`src/rtl/nextasic_pkg.sv`:
```
// Shared nextasic definitions: handshake-reader state encoding and FIFO sizing helper.
package nextasic_pkg;

  typedef enum logic [0:0] {
    DSR_IDLE = 1'b0,
    DSR_ACK  = 1'b1
  } dsr_state_e;

  // Occupancy counter must represent 0..depth inclusive.
  function automatic int level_w(input int depth);
    return $clog2(depth + 1);
  endfunction

endpackage

```
`src/rtl/sync_fifo.sv`:
```
// Single-clock first-word-fall-through FIFO; head word is visible on dout whenever not empty.
module sync_fifo
  import nextasic_pkg::*;
#(
  parameter int W     = 4,
  parameter int DEPTH = 4
) (
  input  logic                          clk,
  input  logic                          rst_n,
  input  logic                          push,
  input  logic                          pop,
  input  logic [W-1:0]                  din,
  output logic [W-1:0]                  dout,
  output logic                          empty,
  output logic                          full,
  output logic [level_w(DEPTH)-1:0]     level
);

  localparam int AW = $clog2(DEPTH);
  localparam int LW = level_w(DEPTH);

  logic [W-1:0]  r_mem [DEPTH];
  logic [AW-1:0] r_wr_ptr;
  logic [AW-1:0] r_rd_ptr;
  logic [LW-1:0] r_level;
  logic          w_wr_en;
  logic          w_rd_en;

  assign full    = (r_level == LW'(DEPTH));
  assign empty   = (r_level == '0);
  // Full is judged on the pre-edge level, so a same-cycle pop never frees room for a push.
  assign w_wr_en = push & ~full;
  assign w_rd_en = pop & ~empty;
  assign dout    = r_mem[r_rd_ptr];
  assign level   = r_level;

  always_ff @(posedge clk or negedge rst_n) begin
    if (!rst_n) begin
      r_wr_ptr <= '0;
      r_rd_ptr <= '0;
      r_level  <= '0;
    end else begin
      if (w_wr_en) r_wr_ptr <= r_wr_ptr + AW'(1);
      if (w_rd_en) r_rd_ptr <= r_rd_ptr + AW'(1);
      case ({w_wr_en, w_rd_en})
        2'b10:   r_level <= r_level + LW'(1);
        2'b01:   r_level <= r_level - LW'(1);
        default: r_level <= r_level;
      endcase
    end
  end

  always_ff @(posedge clk) begin
    if (w_wr_en) r_mem[r_wr_ptr] <= din;
  end

endmodule

```
`src/rtl/data_sync_reader.sv`:
```
// Destination-side consumer of the single-word CDC handshake: captures one word per
// handshake into a FWFT FIFO, acknowledges only with room, and counts captured words.
module data_sync_reader
  import nextasic_pkg::*;
#(
  parameter int W     = 4,
  parameter int DEPTH = 4,
  parameter int CNT_W = 16
) (
  input  logic                      clk,
  input  logic                      rst_n,
  input  logic [W-1:0]              sync_data,
  input  logic                      sync_valid,
  output logic                      sync_retrieved,
  output logic [W-1:0]              m_data,
  output logic                      m_valid,
  input  logic                      m_ready,
  output logic [level_w(DEPTH)-1:0] level,
  output logic [CNT_W-1:0]          words_rx
);

  dsr_state_e       r_state;
  dsr_state_e       w_state_nxt;
  logic             r_retrieved;
  logic             w_retrieved_nxt;
  logic             w_push;
  logic             w_empty;
  logic             w_full;
  logic [CNT_W-1:0] r_words_rx;

  sync_fifo #(
    .W     (W),
    .DEPTH (DEPTH)
  ) u_fifo (
    .clk   (clk),
    .rst_n (rst_n),
    .push  (w_push),
    .pop   (m_ready),
    .din   (sync_data),
    .dout  (m_data),
    .empty (w_empty),
    .full  (w_full),
    .level (level)
  );

  // Acknowledge only from IDLE with room; ACK holds until the source withdraws valid.
  always_comb begin
    w_state_nxt     = r_state;
    w_retrieved_nxt = 1'b0;
    w_push          = 1'b0;
    case (r_state)
      DSR_IDLE: begin
        if (sync_valid && !w_full) begin
          w_push          = 1'b1;
          w_retrieved_nxt = 1'b1;
          w_state_nxt     = DSR_ACK;
        end
      end
      DSR_ACK: begin
        if (sync_valid) w_retrieved_nxt = 1'b1;
        else            w_state_nxt     = DSR_IDLE;
      end
      default: w_state_nxt = DSR_IDLE;
    endcase
  end

  always_ff @(posedge clk or negedge rst_n) begin
    if (!rst_n) begin
      r_state     <= DSR_IDLE;
      r_retrieved <= 1'b0;
      r_words_rx  <= '0;
    end else begin
      r_state     <= w_state_nxt;
      r_retrieved <= w_retrieved_nxt;
      r_words_rx  <= r_words_rx + CNT_W'(w_push);
    end
  end

  assign sync_retrieved = r_retrieved;
  assign m_valid        = ~w_empty;
  assign words_rx       = r_words_rx;

endmodule

```
`config.mk`:
```
export PLATFORM = sky130hd
export DESIGN_NAME = data_sync_reader
export DESIGN_NICKNAME = d
export VERILOG_FILES = /design/src/rtl/nextasic_pkg.sv /design/src/rtl/sync_fifo.sv /design/src/rtl/data_sync_reader.sv
export SDC_FILE = /design/constraint.sdc
export NUM_CORES = 1
export LEC_CHECK = 0
export BUFFER_PORTS_ARGS = -buffer_cell sky130_fd_sc_hd__buf_2
export CORE_UTILIZATION = 58
export DETAILED_ROUTE_END_ITERATION = 8
export GPL_TIMING_DRIVEN = 0
export HOLD_SLACK_MARGIN = 0.12
export PLACE_DENSITY = 0.91
export SETUP_SLACK_MARGIN = 0.3
export SLEW_MARGIN = 20
export SYNTH_ARGS = -nofsm -noshare
export SYNTH_HDL_FRONTEND = slang
export SYNTH_HIERARCHICAL = 1
export SYNTH_SLANG_ARGS = --single-unit
```
`constraint.sdc`:
```
create_clock -name clk -period 5.7 [get_ports clk]
set_clock_uncertainty 0.05 [all_clocks]
set_input_delay 1.14 -clock clk [delete_from_list [all_inputs] [get_ports clk]]
set_output_delay 1.14 -clock clk [all_outputs]
set_load 0.05 [all_outputs]
```
**Yosys cells after proc, flatten, opt, wreduce, memory -nomap -nowiden**

Memories as Yosys holds them, arrays and structs flattened.
Index checks and enable logic that the tools add are counted.

- Bits in registers: 24
- Bits in writable memories: 16
- Input port bits: 8
- Output and inout bits: 25
- Word-level logic and storage cells: 30
- Memories kept: 1

Memories:

| name | depth | bits a word | read ports | clocked after Yosys merged registers in | wr ports | line | source |
|---|---|---|---|---|---|---|---|
| u_fifo.r_mem | 4 | 4 | 1 | 0 | 1 | sync_fifo.sv:22 | `logic [W-1:0] r_mem [DEPTH];` |

- Add/subtract/negate cells: 5
- Equal/unequal tests: 3
- Muxes and demuxes: 7
- Bitwise logic cells: 5
- Reductions and logical operators: 4

Operators with widths:

| operator | number |
|---|---|
| $add A16 B1 Y16 | 1 |
| $pmux W3 S2 | 1 |
| $mux W1 | 5 |
| $add A2 B1 Y2 const B | 2 |
| $add A3 B1 Y3 const B | 1 |
| $eq A3 B3 Y1 const B | 1 |
| $logic_not A3 Y1 | 1 |
| $not A1 Y1 | 3 |
| $sub A3 B1 Y3 const B | 1 |
| $and A1 B1 Y1 | 2 |
| $eq A2 B1 Y1 const B | 1 |
| $eq A2 B2 Y1 const B | 1 |
| $pmux W1 S2 | 1 |
| $reduce_bool A2 Y1 | 1 |
| $logic_and A1 B1 Y1 | 1 |
| $logic_not A1 Y1 | 1 |

**Depth between registers and ports, before layout**

Gate-level depths: netlist of the first run.

- Depth in word-level cells: 8
- Depth in mapped cells: 10
- Depth with buffers taken out: 10

**Modules after synthesis**

The synthesis of the first run kept the hierarchy.

Modules (own cells, without submodules):

| module | times used | cells an instance | area an instance (um^2) | seq. area each (um^2) |
|---|---|---|---|---|
| sync_fifo | 1 | 58 | 1017.2 | 655.6 |
| data_sync_reader | 1 | 65 | 755.7 | 425.4 |

**Worst setup path before layout of the first run**

No wires, ideal clock.

- Path type: input-to-reg
- Start point: in sync_valid
- End point: reg u_fifo.r_level[2] (netlist: u_fifo/level[2])
- Setup time: 0.146 ns
- Arrival time: 2.491 ns
- Slack: 3.013 ns
- Stages on the path: 9
- Path buffers: 0
- Path through: nor3b_1 nor2b_4 inv_1 ha_1 inv_1 fa_1 xor2_1 nor2_1 xor2_1

- Word-level cells in the longest chain between the ends: 6
- Elaborated cells between the ends (all ways): 8
- Classes of those cells: 2 x eq/ne; 3 x mux; 1 x bitwise; 2 x reduce/logical

RTL lines:

| element | line | source |
|---|---|---|
| start, declared | data_sync_reader.sv:13 | `input logic sync_valid,` |
| $logic_and A1 B1 Y1 (*) | data_sync_reader.sv:53 | `if (sync_valid && !w_full) begin` |
| $mux W1 (*) | data_sync_reader.sv:53 |  |
| $mux W1 (*) | data_sync_reader.sv:51 | `case (r_state)` |
| $and A1 B1 Y1 (*) | sync_fifo.sv:32 | `assign w_wr_en = push & ~full;` |
| $eq A2 B1 Y1 / $eq A2 B2 Y1 (equally long branches) | sync_fifo.sv:45 | `case ({w_wr_en, w_rd_en})` |
| $pmux W3 S2 / $reduce_bool A2 Y1 (equally long branches) | - |  |
| end signal, assigned | sync_fifo.sv:46 | `2'b10: r_level <= r_level + LW'(1);` |
| end signal, assigned | sync_fifo.sv:47 | `2'b01: r_level <= r_level - LW'(1);` |
| end signal, assigned | sync_fifo.sv:48 | `default: r_level <= r_level;` |
| end, declared | sync_fifo.sv:25 | `logic [LW-1:0] r_level;` |

Mark *: on every way between the ends. The rest lies on a longest branch, timed or not.
A chain may end at the register's enable or synchronous reset.

**Worst setup path in the final report of the first run**

- Start point: reg u_fifo.r_rd_ptr[0]
- End point: out m_data[0]

- Word-level cells in the longest chain between the ends: 1

RTL lines:

| element | line | source |
|---|---|---|
| start, declared | sync_fifo.sv:24 | `logic [AW-1:0] r_rd_ptr;` |
| start signal, assigned | sync_fifo.sv:44 | `if (w_rd_en) r_rd_ptr <= r_rd_ptr + AW'(1);` |
| $mem_v2 Z4 W4 | - |  |
| end, declared | data_sync_reader.sv:15 | `output logic [W-1:0] m_data,` |

Every way passes these cells.

==> metrics.csv, run 1 <==
stage;metric;value;unit
status;status;finished with violations;
status;violations;design-rule violations;
global_routing;grt_overflow;0;
worst_hold_path;hp-class;register to register;
worst_setup_path;worst_setup_path_end_kind;primary output;
power_and_ir_drop;intPower;0.0005980;W
cells_and_area;mostFrequentLayoutCells;buf_2, dfrtp_1, edfxtp_1;
yosys;synthCells;123;
placed_design;placed_area;1972;µm²
cells_and_area;regArea;1081;µm²
yosys;yosys_warnings;6;
worst_setup_path;r2r-start;u_fifo/level[2];
clock_tree;cts_hold_buf;0;
floorplan;die-area;3282;µm²
clock_tree;tritoncts;done;
route;routedWlPerCell;14.88;µm
cells_and_area;fillCellCount;203;
worst_setup_path;crit_type;register to primary output;
route;drtIter0Drc;23;
timing;period_needed;2.838;ns
floorplan;die_w;57.29;µm
power_and_ir_drop;p_sw;0.0004650;W
yosys;synthesis.area;1773;µm²
timing;whs;0.4213;ns
route;drtAntennaViolNets;0;
yosys;synth_nets;140;
route;vias_per_cell;5.490;
power_and_ir_drop;p_comb_share;41.4;%
route;num_vias;1065;
timing;max_freq;0.3524;GHz
floorplan;core;2829;µm²
power_and_ir_drop;swShare;43.74;%
global_routing;grt_pass1_wl;4.878;mm
floorplan;die_h;57.29;µm
timing;finalHoldViolCount;0;
route;wl;2.887;mm
placed_design;port_buffers;32;
placed_design;gp_congestion;0.7736;
yosys;synth-seq-cells;40;
clock_tree;htree_levels;2;
power_and_ir_drop;clockPowerShare;17.9;%
yosys;synth.avg_cell_area;14.41;µm²
global_routing;grt_max_degree;25;
clock_tree;cts.repair.resized;0;
clock_tree;cts_root_buf;clkbuf_4;
worst_setup_path;cp_data_required_time;4.51;ns
clock_tree;clock_sinks;40;
clock_tree;cts_buffers;5;
placed_design;dpl.hpwl;2.114;mm
power_and_ir_drop;ir_drop;0.4130;mV
worst_setup_path;path_max_fanout;6;
worst_setup_path;startpoint_type;register;
route;drc_errors;2;
floorplan;io_pins;33;
worst_hold_path;hold_start;words_rx[15];
timing;slew_violations;0;
global_routing;antenna_found_initial;0;
worst_setup_path;cp_data_arrival_time;1.65;ns
timing;fin_crit_sh;49.79;%
power_and_ir_drop;p_per_area;516.8;nW/µm²
floorplan;rows;19;
cells_and_area;diodes;0;
power_and_ir_drop;power.total;0.001063;W
cells_and_area;multi_input_area;649.4;µm²
timing;final.setup.tns;0;ns
worst_setup_path;cp-startpoint;u_fifo/r_rd_ptr[0];
cells_and_area;drive_gt1_share;32.52;%
cells_and_area;design_area;2057;µm²
clock_tree;cts_buffer_depth;2;
floorplan;start_util;62.67;%
cells_and_area;fin_util;72.71;%
cells_and_area;final_common_cell;buf_2;
cells_and_area;num-nets-final;179;
clock_tree;clk_pin_slew;0.12;ns
global_routing;grt_pass1_vias;1063;
cells_and_area;syn_to_final_growth;16.02;%
timing;maxSlewHeadroom;64.07;%
global_routing;track_usage;20.66;%
run;max_cap_viol_count;0;
timing;rsz0062_at_grt;no;
timing;setup_viol;0;
clock_tree;insertion_delay;0.35;ns
route;firstDrtPassIters;6;
power_and_ir_drop;p_leak;0.9625;nW
yosys;seq_area_frac_synth;60.97;%
power_and_ir_drop;seq_power_share;40.7;%
timing;tightest_slew;0.5389;ns
clock_tree;cts_setup_buffers;0;
yosys;synth.distinct_cells;25;
[path summary, 6_finish.rpt]
check | endpoint | slack (ns) | cells past startpoint
min in group asynchronous | words_rx[4] | 0.70 | 1
setup reg to reg | u_fifo/level[2] | 3.26 | 10
hold / removal | words_rx[15] | 0.42 | 1
hold reg to reg | words_rx[15] | 0.42 | 1
setup / recovery | m_data[0] | 2.86 | 3
max in group asynchronous | sync_retrieved | 4.54 | 1
[metal layers]
layer	part of all wire, %	track usage (%)	up-vias
li1	-	-	508
met1	42	25.80	525
met2	52	34.12	26
met3	4.2	6.803	6
met4	1.3	7.317	0
met5	0	0	-
[cell families (layout without fill, tap and decap cells)]
kind of cell	Yosys count	after routing	share of synthesized area, %
and+or+nand+nor	35	35	12.49
xor gates and xnor gates	20	20	9.880
AOI/OAI and AO/OA	2	2	0.9882
adders and majority gates	9	9	6.775
buffers and inverters	11	51	2.399
DFF	40	40	60.97
muxes	6	6	6.493
[stage by stage]
step                setup WS, ns  cells
CTS                        2.812    194
finish                     2.862    194
global route               2.755    194
floorplan                  3.013    123
global placement           2.822    186
detailed placement         2.698    186
[power by group through the flow]
stage	combinational (W)	clock [W]	sequential [W]
global placement	0.000427	0	0.000432
finish	0.000440	0.000191	0.000432
CTS	0.000445	0.000198	0.000433
detailed placement	0.000443	0	0.000438
global route	0.000477	0.000206	0.000443
floorplan	0.000244	0	0.000536
[synth_stat cells]
| cell | instances | area [µm²] |
|---|---|---|
| a21boi_0 | 1 | 7.510 |
| buf_2 | 1 | 5.000 |
| nand2_1 | 6 | 22.52 |
| dfrtp_1 | 24 | 600.6 |
| xnor2_1 | 7 | 61.31 |
| nand3_1 | 5 | 25.02 |
| nand4_1 | 3 | 18.77 |
| nor2b_4 | 1 | 13.76 |
| ha_1 | 8 | 100.1 |
| o31a_2 | 1 | 10.01 |
| mux2_4 | 1 | 15.01 |
| edfxtp_1 | 16 | 480.5 |
| xor2_1 | 13 | 113.9 |
| nor2_1 | 4 | 15.01 |
| fa_1 | 1 | 20.02 |
| nor3b_1 | 1 | 7.510 |
| inv_1 | 10 | 37.54 |
| nor3b_4 | 1 | 18.77 |
| and2_1 | 1 | 6.260 |
| nand4_4 | 1 | 21.27 |
| nor4_1 | 4 | 25.02 |
| nor3_1 | 5 | 25.02 |
| and2_2 | 3 | 22.52 |
| mux4_2 | 4 | 90.09 |
| mux2i_1 | 1 | 10.01 |
[cell type report]
cell class	count	area share [%]
timing repair buffer	32	7.786
sequential	40	52.55
clock inverter	3	2.311
inverter	10	1.825
clock buffer	5	1.825
buffer	1	0.2433
multi-input combinational	72	31.57
tap	31	1.886
[sequential cells by signal, indices dropped and copies added, names as in the netlist]
| name | cells |
|---|---|
| u_fifo/level | 3 |
| u_fifo/r_wr_ptr | 2 |
| u_fifo/r_mem | 16 |
| u_fifo/r_rd_ptr | 2 |
| sync_retrieved | 1 |
| words_rx | 16 |
[worst max-delay path, cell delays in order (launching register included)]
cell and delay (ns):
dfrtp_1 0.34, buf_2 0.21, mux4_2 0.51, buf_2 0.22
Power figures use the tool's default switching activity.
==> run 2: changes to the inputs <==
- CORE_UTILIZATION: 58 -> 49
- PLACE_DENSITY: 0.91 -> 0.83
- clock period: 5.7 -> 2.37 ns (I/O delays scaled with it)
==> run 2 against run 1 <==
Against the previous run: die area rose by 18%; the flow now finishes without violations; cell area increased by 12%; final cell count grew 14%.
==> metrics.csv, run 2 (same netlist as run 1, synthesis figures left out) <==
stage;metric;value;unit;change
floorplan;die_h;62.15;µm;was 57.29 µm
route;firstDrtPassIters;4;;was 6
timing;setup_viol;0;;unchanged
cells_and_area;final_common_cell;buf_2;;unchanged
power_and_ir_drop;ir_drop;0.9714;mV;was 0.4130 mV
worst_setup_path;crit_type;register to primary output;;unchanged
timing;fin_crit_sh;86.13;%;
worst_setup_path;cp_num_buf_inv;2;;unchanged
clock_tree;clock_sinks;40;;unchanged
worst_hold_path;hp-class;input port to register;;was register to register
route;drc_errors;0;;was 2
worst_setup_path;slowest_stage;mux4_2;;unchanged
timing;rsz0062_at_grt;yes;;was no
floorplan;start_util;52.31;%;was 62.67%
timing;max_freq;0.4899;GHz;
floorplan;io_pins;33;;unchanged
worst_setup_path;cpPeakStageDelay;0.50;ns;was 0.51 ns
route;routedWlPerCell;14.63;µm;was 14.88 µm
worst_setup_path;crit_path_cell_trace;buf_6 -> mux4_2 -> buf_6;;was buf_2 -> mux4_2 -> buf_2
global_routing;grt_pass1_wl;4.788;mm;was 4.878 mm
clock_tree;insertion_delay;0.34;ns;was 0.35 ns
worst_setup_path;cp_data_arrival_time;1.52;ns;was 1.65 ns
worst_setup_path;cp_common_cell;buf_6;;was buf_2
power_and_ir_drop;p_comb_share;43.4;%;was 41.4%
worst_setup_path;cp_num_cells;3;;unchanged
worst_setup_path;crit_family;multiplexers;;unchanged
cells_and_area;diodes;0;;unchanged
timing;final.setup.tns;0;ns;unchanged
route;drtIter0Drc;25;;was 23
clock_tree;clk_pin_slew;0.12;ns;about the same
floorplan;die-area;3863;µm²;was 3282 µm²
route;num_vias;1110;;was 1065
floorplan;die_w;62.15;µm;was 57.29 µm
worst_setup_path;path_max_fanout;5;;was 6
floorplan;rows;21;;was 19
timing;slew_violations;0;;unchanged
timing;finalHoldViolCount;0;;unchanged
placed_design;dpl.hpwl;2.119;mm;was 2.114 mm
worst_hold_path;hold_depth;1;;unchanged
route;wl;3.233;mm;was 2.887 mm
timing;tightest_slew;0.5314;ns;was 0.5389 ns
power_and_ir_drop;intPower;0.001815;W;was 0.0005980 W
global_routing;antenna_found_initial;0;;unchanged
placed_design;port_buffers;32;;unchanged
clock_tree;cts_buffer_depth;2;;unchanged
status;status;completed;;was finished with violations
global_routing;track_usage;16.70;%;was 20.66%
timing;maxSlewHeadroom;64.57;%;was 64.07%
placed_design;gp_congestion;0.7398;;was 0.7736
clock_tree;cts_buffers;5;;unchanged
route;vias_per_cell;5.023;;was 5.490
clock_tree;tritoncts;done;;unchanged
cells_and_area;mostFrequentLayoutCells;buf_2, dfrtp_1, edfxtp_1;;unchanged
power_and_ir_drop;swShare;38.96;%;was 43.74%
cells_and_area;num-nets-final;191;;was 179
worst_setup_path;startpoint_type;register;;unchanged
power_and_ir_drop;p_sw;0.001159;W;was 0.0004650 W
worst_setup_path;worst_setup_path_end_kind;primary output;;unchanged
global_routing;grt_pass1_vias;1073;;was 1063
global_routing;grt_max_degree;25;;unchanged
route;drtAntennaViolNets;0;;unchanged
clock_tree;cts_root_buf;clkbuf_4;;unchanged
global_routing;grt_overflow;0;;unchanged
cells_and_area;drive_gt1_share;45.14;%;was 32.52%
timing;period_needed;2.041;ns;
cells_and_area;syn_to_final_growth;30.28;%;was 16.02%
power_and_ir_drop;clockPowerShare;22.0;%;was 17.9%
power_and_ir_drop;p_per_area;1288;nW/µm²;was 516.8 nW/µm²
run;max_cap_viol_count;0;;unchanged
worst_setup_path;cp_data_required_time;1.85;ns;was 4.51 ns
power_and_ir_drop;seq_power_share;34.6;%;was 40.7%
timing;whs;0.2912;ns;was 0.4213 ns
power_and_ir_drop;p_leak;1.049;nW;was 0.9625 nW
clock_tree;htree_levels;2;;unchanged
worst_setup_path;r2r_cells;8;;was 10
floorplan;core;3390;µm²;was 2829 µm²
power_and_ir_drop;power.total;0.002974;W;was 0.001063 W
run 2: per-stage QoR:
stage               setup WS (ns)  instance area, µm²  utilization [%]  instances
finish                     0.3288                2310            68.14        221
global route               0.2060                2310            68.14        221
CTS                        0.2869                2235            65.93        215
detailed placement         0.1487                2004            59.14        201
global placement           0.2180                2004            59.14        201
floorplan                  0.1455                1787                -        123
run 2: layer usage:
layer	track usage (%)	share of wire, %
met4	6.105	1.1
met2	28.30	54
met1	19.45	41
met3	6.066	4.1
met5	0	0
run 2: timing repair:
action                                  CTS  global route
hold buffers                              1             0
hold endpoints to repair                 24             0
endpoints found under the setup margin    9            12
pin swaps                                 4             4
resized for setup                        15             5
setup buffers                             5             6
run 2: final timing paths:
check                                   startpoint                 end  slack (ns)
worst min-delay path                  sync_data[0]  u_fifo/r_mem[3][0]        0.29
max in group asynchronous                    rst_n     u_fifo/level[0]        1.31
worst max-delay path            u_fifo/r_rd_ptr[0]           m_data[3]        0.33
worst max register to register     u_fifo/level[2]         words_rx[8]        0.34
worst min register to register        words_rx[15]        words_rx[15]        0.43
min in group asynchronous                    rst_n  u_fifo/r_rd_ptr[0]        0.57
run 2: layout make-up:
type | count | area (µm²)
multi-input combinational | 72 | 713.2
clock inverter | 3 | 90.09
timing repair buffer | 44 | 277.8
clock buffer | 5 | 37.54
fill | 231 | 1080
inverter | 10 | 37.54
buffer | 1 | 11.26
tap | 46 | 57.56
sequential | 40 | 1085
run 2: power by group through the flow:
| stage | combinational [W] | clock, W | sequential [W] |
|---|---|---|---|
| after global placement | 0.00104 | 0 | 0.00105 |
| final | 0.00129 | 0.000655 | 0.00103 |
| after detailed placement | 0.00108 | 0 | 0.00106 |
| after floorplan | 0.000597 | 0 | 0.00130 |
| after global routing | 0.00138 | 0.000693 | 0.00105 |
| after CTS | 0.00124 | 0.000665 | 0.00103 |
==> run 3: changes to the inputs <==
--- a/config.mk
+++ b/config.mk
@@ -10,3 +10,3 @@
 export DETAILED_ROUTE_END_ITERATION = 8
-export GPL_TIMING_DRIVEN = 0
+export GPL_TIMING_DRIVEN = 1
 export HOLD_SLACK_MARGIN = 0.12
==> constraint.sdc (replaced) <==
create_clock -name clk -period 2.37 [get_ports clk]
set_clock_uncertainty 0.05 [all_clocks]
set_input_delay 0.237 -clock clk [delete_from_list [all_inputs] [get_ports clk]]
set_output_delay 0.237 -clock clk [all_outputs]
set_load 0.05 [all_outputs]
==> run 3 against run 2 <==
Against the previous run: non-clock buffer count is 2 higher; sequential power hardly changed; first-iteration DRC count is 28% lower; power is 14% lower; clock-buffer cell count stayed put; utilization is 2.3 points lower; flip-flop and latch count stayed put; die area stayed put; fmax is 1.1% lower; worst setup slack worse by 0.022 ns; global-route usage is 1.0 points higher.
==> metrics.csv, run 3 (same netlist as run 1, synthesis figures left out) <==
stage;metric;value;unit;change
placed_design;port_buffers;32;;unchanged
worst_setup_path;startpoint_type;register;;unchanged
clock_tree;tritoncts;done;;unchanged
worst_setup_path;reg2reg_slack;0.31;ns;was 0.34 ns
floorplan;die_w;62.15;µm;unchanged
placed_design;dpl.hpwl;2.131;mm;was 2.119 mm
route;routedWlPerCell;14.67;µm;was 14.63 µm
timing;setup_viol;0;;unchanged
route;wl;3.271;mm;was 3.233 mm
global_routing;grt_max_degree;25;;unchanged
worst_setup_path;cp_data_arrival_time;2.29;ns;was 1.52 ns
timing;tightest_slew;0.5306;ns;was 0.5314 ns
timing;slew_violations;0;;unchanged
timing;fin_crit_sh;87.06;%;was 86.13%
floorplan;core;3390;µm²;unchanged
timing;period_needed;2.063;ns;was 2.041 ns
worst_setup_path;worst_setup_path_end_kind;register;;was primary output
clock_tree;cts_buffers;5;;unchanged
floorplan;io_pins;33;;unchanged
route;firstDrtPassIters;4;;unchanged
route;drtAntennaViolNets;0;;unchanged
status;status;completed;;unchanged
worst_setup_path;path_max_fanout;3;;was 5
route;vias_per_cell;5.031;;was 5.023
floorplan;start_util;52.31;%;unchanged
worst_setup_path;cp-startpoint;u_fifo/level[2];;was u_fifo/r_rd_ptr[0]
worst_hold_path;hold_depth;3;;was 1
clock_tree;cts_buffer_depth;2;;unchanged
clock_tree;insertion_delay;0.35;ns;was 0.34 ns
placed_design;placed_area;1999;µm²;was 2004 µm²
worst_setup_path;slowest_stage;dfrtp_2;;was mux4_2
floorplan;rows;21;;unchanged
run;max_cap_viol_count;0;;unchanged
worst_setup_path;r2r_cells;8;;unchanged
cells_and_area;design_area;2232;µm²;was 2310 µm²
power_and_ir_drop;p_per_area;1143;nW/µm²;was 1288 nW/µm²
timing;rsz0062_at_grt;yes;;unchanged
floorplan;die-area;3863;µm²;unchanged
cells_and_area;drive_gt1_share;42.37;%;was 45.14%
route;drtIter0Drc;18;;was 25
global_routing;grt_pass1_vias;1076;;was 1073
timing;maxSlewHeadroom;64.63;%;was 64.57%
cells_and_area;syn_to_final_growth;25.90;%;was 30.28%
placed_design;gp_congestion;0.7707;;was 0.7398
floorplan;die_h;62.15;µm;unchanged
timing;max_freq;0.4846;GHz;was 0.4899 GHz
power_and_ir_drop;p_leak;1.011;nW;was 1.049 nW
worst_hold_path;hold_start;m_ready;;was sync_data[0]
worst_setup_path;cp_num_cells;8;;was 3
worst_setup_path;r2r-end;words_rx[12];;was words_rx[8]
cells_and_area;fillCellCount;229;;was 231
worst_setup_path;cp_data_required_time;2.60;ns;was 1.85 ns
worst_setup_path;cpPeakStageDelay;0.43;ns;was 0.50 ns
global_routing;track_usage;17.73;%;was 16.70%
clock_tree;clock_sinks;40;;unchanged
worst_setup_path;crit_family;simple AND/OR/NAND/NOR gates;;was multiplexers
global_routing;antenna_found_initial;0;;unchanged
clock_tree;htree_levels;2;;unchanged
power_and_ir_drop;ir_drop;1.127;mV;was 0.9714 mV
global_routing;grt_overflow;0;;unchanged
route;num_vias;1122;;was 1110
timing;finalHoldViolCount;0;;unchanged
cells_and_area;fin_util;65.85;%;was 68.14%
timing;final.setup.tns;0;ns;unchanged
worst_hold_path;whs_endpoint;u_fifo/r_rd_ptr[0];;was u_fifo/r_mem[3][0]
global_routing;grt_pass1_wl;5.071;mm;was 4.788 mm
cells_and_area;final_common_cell;buf_2;;unchanged
worst_hold_path;hp-class;input port to register;;unchanged
worst_setup_path;cp_num_buf_inv;1;;was 2
cells_and_area;diodes;0;;unchanged
placed_design;place_ws;0.1730;ns;was 0.1487 ns
route;drc_errors;0;;unchanged
worst_setup_path;crit_type;register to register;;was register to primary output
cells_and_area;mostFrequentLayoutCells;buf_2, dfrtp_1, edfxtp_1;;unchanged
clock_tree;cts_root_buf;clkbuf_4;;unchanged
worst_setup_path;r2r-start;u_fifo/level[2];;unchanged
cells_and_area;num-nets-final;193;;was 191
worst_setup_path;crit_path_cell_trace;nor3b_4 -> nor3b_2 -> ha_2 -> ha_4 -> nand4_1 -> buf_4 -> nor3_2 -> xor2_1;;was buf_6 -> mux4_2 -> buf_6
timing;worst_slack;0.3066;ns;was 0.3288 ns
clock_tree;clk_pin_slew;0.11;ns;was 0.12 ns
## run 3: report_power, final
group / internal, W / switching [W] / total (W)
sequential: 0.000877 / 0.000175 / 0.00105
combinational: 0.000432 / 0.000745 / 0.00118
clock: 0.000109 / 0.000213 / 0.000321
total: 0.00142 / 0.00113 / 0.00255
## run 3: timing repair
action | in CTS | in global routing
pin swaps | 2 | 8
buffers inserted | 3 | 6
hold buffers | 6 | 0
setup endpoints to repair | 3 | 8
endpoints found under the hold margin | 41 | 0
gates resized for setup | 1 | 9
## run 3: worst max path at each step
stage	to	slack, ns
2_1_floorplan	u_fifo/level[2]	0.15
3_3_place_gp	u_fifo/level[2]	0.26
3_5_place_dp	u_fifo/level[2]	0.17
4_1_cts	u_fifo/level[2]	0.30
5_1_grt	u_fifo/level[2]	0.19
6_report	words_rx[12]	0.31
## run 3: layer usage
metal	global-route usage [%]	vias up	part of all wire, %
met5	0	-	0
met1	21.16	550	41
met3	5.331	9	4.0
li1	-	536	-
met2	28.43	27	53
met4	10.47	0	2.6
## run 3: final cells by class
| cell class | count | area [µm²] | area share, % |
|---|---|---|---|
| inverter | 10 | 37.54 | 1.682 |
| clock inverter | 3 | 13.76 | 0.6166 |
| timing repair buffer | 47 | 287.8 | 12.89 |
| tap | 46 | 57.56 | 2.578 |
| sequential | 40 | 1085 | 48.60 |
| clock buffer | 5 | 37.54 | 1.682 |
| multi-input combinational | 72 | 713.2 | 31.95 |
## run 3: worst min-delay path, stage by stage
cell and delay, ns:
buf_2 0.08, o31a_2 0.20, xor2_1 0.08
## run 3: per-stage QoR
| stage | total power (W) | hold slack, ns | instances |
|---|---|---|---|
| after global routing | 0.002709 | 0.2180 | 223 |
| final | 0.002550 | 0.2282 | 223 |
| after detailed placement | 0.002128 | 0.2037 | 200 |
| after global placement | 0.002085 | 0.1810 | 200 |
| after CTS | 0.002490 | 0.1800 | 217 |
| after floorplan | 0.001893 | -0.1086 | 123 |
